==> config.mk <==
export PLATFORM = sky130hd
export DESIGN_NAME = fifo_burst_reader
export DESIGN_NICKNAME = d
export VERILOG_FILES = /design/src/rtl/fifo_pkg.sv /design/src/rtl/skid_buffer_2.sv /design/src/rtl/fifo_burst_reader.sv
export SDC_FILE = /design/constraint.sdc
export NUM_CORES = 1
export LEC_CHECK = 0
export ABC_AREA = 1
export CORE_MARGIN = 8
export CORE_UTILIZATION = 46
export DETAILED_ROUTE_END_ITERATION = 8
export GPL_ROUTABILITY_DRIVEN = 0
export PLACE_DENSITY = 0.84
export SLEW_MARGIN = 20
export SYNTH_ARGS = -nofsm -noshare
export SYNTH_HDL_FRONTEND = slang
export SYNTH_SLANG_ARGS = --single-unit
==> constraint.sdc <==
create_clock -name rclk -period 1.56 [get_ports rclk]
set_input_delay 0.312 -clock rclk [delete_from_list [all_inputs] [get_ports rclk]]
set_output_delay 0.312 -clock rclk [all_outputs]
set_load 0.02 [all_outputs]
==> src/rtl/fifo_pkg.sv <==
// Shared types and constants for the async FIFO read/write side blocks.
package fifo_pkg;

  typedef enum logic [1:0] {
    IDLE  = 2'd0,
    READ  = 2'd1,
    DRAIN = 2'd2,
    DONE  = 2'd3
  } state_t;

  localparam int SKID_DEPTH = 2;
  localparam int D_WIDTH    = 8;
  localparam int LEN_WIDTH  = 8;

endpackage

==> src/rtl/skid_buffer_2.sv <==
// Two-entry valid/ready buffer; head entry drives the output, FIFO ordering.
module skid_buffer_2
  import fifo_pkg::*;
#(
  parameter int d_width = D_WIDTH
) (
  input  logic               clk,
  input  logic               reset,
  input  logic               push,
  input  logic [d_width-1:0] push_data,
  output logic [d_width-1:0] out_data,
  output logic               out_valid,
  input  logic               out_ready,
  output logic [1:0]         occupancy
);

  localparam logic [1:0] DEPTH = 2'(SKID_DEPTH);

  logic [d_width-1:0] head_q;
  logic [d_width-1:0] tail_q;
  logic [1:0]         count_q;
  logic               pop;
  logic               accept_push;

  assign out_data    = head_q;
  assign out_valid   = (count_q != 2'd0);
  assign occupancy   = count_q;
  assign pop         = out_valid && out_ready;
  // A push into a full buffer is only legal when the head leaves in the same cycle.
  assign accept_push = push && ((count_q != DEPTH) || pop);

  always_ff @(posedge clk) begin
    if (reset) begin
      head_q  <= '0;
      tail_q  <= '0;
      count_q <= 2'd0;
    end else begin
      case ({accept_push, pop})
        2'b10: begin
          if (count_q == 2'd0) head_q <= push_data;
          else                 tail_q <= push_data;
          count_q <= count_q + 2'd1;
        end
        2'b01: begin
          head_q  <= tail_q;
          count_q <= count_q - 2'd1;
        end
        2'b11: begin
          if (count_q == 2'd1) begin
            head_q <= push_data;
          end else begin
            head_q <= tail_q;
            tail_q <= push_data;
          end
        end
        default: begin
        end
      endcase
    end
  end

endmodule

==> src/rtl/fifo_burst_reader.sv <==
// Read-side burst master: drains burst_len words from the FIFO onto a valid/ready stream.
module fifo_burst_reader
  import fifo_pkg::*;
#(
  parameter int d_width   = D_WIDTH,
  parameter int len_width = LEN_WIDTH
) (
  input  logic                 rclk,
  input  logic                 reset,
  input  logic                 start,
  input  logic [len_width-1:0] burst_len,
  input  logic                 empty,
  output logic                 r_en,
  input  logic [d_width-1:0]   rd_data,
  output logic [d_width-1:0]   m_data,
  output logic                 m_valid,
  input  logic                 m_ready,
  output logic                 busy,
  output logic                 done,
  output logic [len_width-1:0] words_read
);

  state_t               state_q;
  state_t               state_d;
  logic [len_width-1:0] remaining_q;
  logic [len_width-1:0] words_q;
  logic                 inflight_q;
  logic [1:0]           occupancy;
  logic [2:0]           pending;

  assign words_read = words_q;
  // Words already buffered plus the one returning from RAM; keeps the skid from overflowing
  // without looking at m_ready.
  assign pending = {1'b0, occupancy} + {2'b00, inflight_q};

  always_comb begin
    state_d = state_q;
    r_en    = 1'b0;
    busy    = 1'b0;
    done    = 1'b0;
    case (state_q)
      IDLE: begin
        if (start) state_d = (burst_len == '0) ? DONE : READ;
      end
      READ: begin
        busy = 1'b1;
        r_en = !empty && (remaining_q != '0) && (pending < 3'd2);
        if ((remaining_q == '0) || (r_en && (remaining_q == len_width'(1))))
          state_d = DRAIN;
      end
      DRAIN: begin
        busy = 1'b1;
        if (!inflight_q && (occupancy == 2'd0)) state_d = DONE;
      end
      DONE: begin
        done    = 1'b1;
        state_d = IDLE;
      end
      default: state_d = IDLE;
    endcase
  end

  always_ff @(posedge rclk) begin
    if (reset) begin
      state_q     <= IDLE;
      remaining_q <= '0;
      words_q     <= '0;
      inflight_q  <= 1'b0;
    end else begin
      state_q    <= state_d;
      inflight_q <= r_en;
      if ((state_q == IDLE) && start) begin
        remaining_q <= burst_len;
        words_q     <= '0;
      end else if (r_en) begin
        remaining_q <= remaining_q - len_width'(1);
        words_q     <= words_q + len_width'(1);
      end
    end
  end

  skid_buffer_2 #(
    .d_width(d_width)
  ) u_skid (
    .clk       (rclk),
    .reset     (reset),
    .push      (inflight_q),
    .push_data (rd_data),
    .out_data  (m_data),
    .out_valid (m_valid),
    .out_ready (m_ready),
    .occupancy (occupancy)
  );

endmodule
==> results.json <==
{
  "grt-ovfl-total": 0,
  "max_slew.worst_pin.slew_ps": 412.4,
  "coreArea_sq_um": 4294,
  "library_cell_with_the_largest_summed_area_after_synthesis": "sky130_fd_sc_hd__dfxtp_1",
  "crit-reg2reg-capture": "state_q[0]$_SDFFE_PP0P_",
  "critical_path.endpoint_type": "output pin",
  "first_pass_grt_wire_length_microns": 8832,
  "layout-drive-gt1-share": 0.2228,
  "netlist_area_sq_um": 2027,
  "leakagePower_uw": 0.001493,
  "synth.yosys.warnings": 0,
  "num-nets-final": 400,
  "finalSetupViolCount": 1,
  "min_to": "words_read[4]$_SDFFE_PP0P_",
  "detail_route.wl_per_cell_microns": 12.73,
  "area.growth.synth_to_final_pct": 45.74,
  "failed_checks": "setup timing",
  "ctsLongestPathBuffers": 2,
  "cts_tree": "yes",
  "run_status": "complete, but fails checks",
  "layout.area.seq_sq_um": 747.0,
  "max_cap_violations": 0,
  "filler_cell_count": 363,
  "synthesis.area_per_instance_sq_um": 6.918,
  "initial_utilization": 0.4720,
  "placement.io_buffers": 40,
  "boundaryPins": 41,
  "r2r.worst_path.cells": 8,
  "holdBufCountCts": 0,
  "clkTransAtPathRegs_ps": 80,
  "holdCritStartpoint": "words_read[4]$_SDFFE_PP0P_",
  "worst_slew_margin_rel": 0.7222,
  "post_layout_nonfiller_instances": 420,
  "setup.worst_path.class": "reg2out",
  "drt-total-wl_microns": 5348,
  "p_per_area_nw_per_um2": 1935,
  "timing_hold_violations_final": 0,
  "syn-num-nets": 326,
  "gr-usage-all-layers": 0.1644,
  "rsz_0062_raised_after_global_routing": "true",
  "yosys_most_used_dff": "sky130_fd_sc_hd__dfxtp_1",
  "number_of_enable_flip_flop_cells_after_synthesis": 0,
  "drt_first_iter_violations": 137,
  "avgViaCountPerCell": 5.017,
  "cp.arrival_ps": 1340,
  "dpl.cell_count": 409,
  "asyncSetResetFlopFracSynth": 0,
  "footprint_of_the_multi_input_gates_sq_um": 1239,
  "drt_drc_violations_left": 0,
  "most_frequent_cell_after_synthesis": "sky130_fd_sc_hd__nand2_1",
  "worstHoldPathCells": 2,
  "synthDistinctLibCells": 25,
  "area_fraction_of_the_dominant_cell_type_after_synthesis": 0.3654,
  "totalPowerFinal_uw": 5716,
  "chipHeight_microns": 82.38,
  "maximum_clock_frequency_mhz": 605.4,
  "critical_path_peak_fanout": 2,
  "finalCoreUtilization": 0.6879,
  "first_pass_detailed_route_iteration_total": 4,
  "dp_hpwl_microns": 3764,
  "placementRows": 24,
  "post_route_skew_ps": 11.26,
  "clock_sink_count": 37,
  "worst-endpoint-required_ps": 1250,
  "detailroute.via_count": 2107,
  "worst_setup_path_start_kind": "flip-flop",
  "antenna_found_initial": 0,
  "grt_start_max_net_pins": 24,
  "htreeDepth": 2,
  "synth_register_bits": 37,
  "synth.top_cells.by_count": "sky130_fd_sc_hd__nand2_1 (57), sky130_fd_sc_hd__nor2_1 (48), sky130_fd_sc_hd__dfxtp_1 (37)",
  "slew_viol_final": 0,
  "cp-startpoint": "remaining_q[0]$_SDFFE_PP0P_",
  "cts_root_buf": "sky130_fd_sc_hd__clkbuf_8",
  "first_global_vias": 2015,
  "antenna_cells_inserted": 0,
  "critical_path.reg2reg.startpoint": "remaining_q[1]$_SDFFE_PP0P_",
  "post_synth_main_area_contributors": "sky130_fd_sc_hd__dfxtp_1 (37%), sky130_fd_sc_hd__nand2_1 (11%), sky130_fd_sc_hd__nor2_1 (8.9%), sky130_fd_sc_hd__o21ai_0 (7.7%), sky130_fd_sc_hd__ha_1 (7.4%)",
  "layout_worst_path_cycle_share": 1.059,
  "postRouteAntennaNets": 0,
  "hold_path_class": "reg2reg",
  "clock_insertion_delay_worst_skew_ps": 290,
  "die-area_sq_um": 6786,
  "min_cycle_time_layout_ps": 1652,
  "die-width_microns": 82.38,
  "post_synth_inst_count": 293,
  "synth-seq-area-share": 0.3654,
  "regToRegSetupSlack_ps": 60,
  "cts-buffers-inserted": 5,
  "power.ir.vdd_worst_mv": 1.054,
  "worst_slack_ps": -91.73
}
report_power, final:
part	internal, uW	total, uW	switching (uW)
Sequential	1260	1440	179
Combinational	1590	3530	1950
Clock	399	743	343
Total	3250	5720	2470
cells in the final DEF (no fill, tap or decap), drive strengths merged, types with 2 or more instances in the layout:
master,n
nand3,17
dlymetal6s2s,7
dfxtp,37
nor2,50
a21oi,23
xor2,3
clkbuf,8
nand4,3
ha,12
clkdlybuf4s50,20
o21ai,31
nand2,61
a31oi,2
mux2i,7
dlygate4sd2,9
inv,36
buf,35
sequential cells by signal (all words and copies together), names as in the netlist:
register and cells:
words_read 8, u_skid.out_data 8, remaining_q 8, u_skid.occupancy 2, u_skid.tail_q 8, inflight_q 1
state_q 2
repair_timing:
item                       4_1_cts  5_1_grt
hold endpoints to repair         0        0
gates cloned                     1        0
pin swaps                        5       14
buffers inserted                 4        0
gates resized for setup         43       33
setup endpoints to repair       25       44
metrics by stage:
stage,cell area (sq um),setup TNS [ps],hold slack [ps],setup slack [ps]
floorplan,2029,0,454.3,28.09
global placement,2704,-2287,449.6,-410.5
detailed placement,2704,-3537,463.1,-431.0
CTS,2882,-128.0,470.5,-111.7
global route,2954,-472.8,489.8,-160.8
finish,2954,-91.73,473.5,-91.73
metal layers:
metal / part of all wire / vias up / track usage
li1: - / 1097 / -
met1: 0.43 / 959 / 0.1904
met2: 0.50 / 45 / 0.2764
met3: 0.053 / 6 / 0.04978
met4: 0.011 / 0 / 0.06491
met5: 0 / - / 0
layout make-up:
| class | count | share of cell area |
|---|---|---|
| sequential | 37 | 0.2529 |
| tap | 52 | 0.02202 |
| clock buffer | 7 | 0.03261 |
| timing repair buffer | 72 | 0.2249 |
| inverter | 36 | 0.04659 |
| multi-input combinational | 215 | 0.4193 |
| clock inverter | 1 | 0.001694 |
worst max-delay path, cell delays in order, from the launching register on:
cell and delay [ps]:
sky130_fd_sc_hd__dfxtp_2 360, sky130_fd_sc_hd__inv_2 60, sky130_fd_sc_hd__ha_4 150, sky130_fd_sc_hd__nand2_2 60, sky130_fd_sc_hd__nor2_2 30, sky130_fd_sc_hd__nor2_2 140
sky130_fd_sc_hd__nand2_4 70, sky130_fd_sc_hd__inv_2 60, sky130_fd_sc_hd__buf_6 110
cell families after synthesis:
logic type      synth area share
xor+xnor                 0.01729
buf+inv                  0.08704
simple gates              0.2716
mux                      0.03457
fa+ha+maj                0.07407
flops                     0.3654
compound gates            0.1500
worst max path at each step:
| stage | slack [ps] | cells after the start | endpoint |
|---|---|---|---|
| floorplan | 30 | 8 | u_skid.tail_q[0]$_SDFFE_PP0P_ |
| global placement | -410 | 7 | r_en |
| detailed placement | -430 | 7 | r_en |
| CTS | -110 | 8 | r_en |
| global route | -160 | 8 | r_en |
| finish | -90 | 8 | r_en |
(Power assumes the default switching activity.)
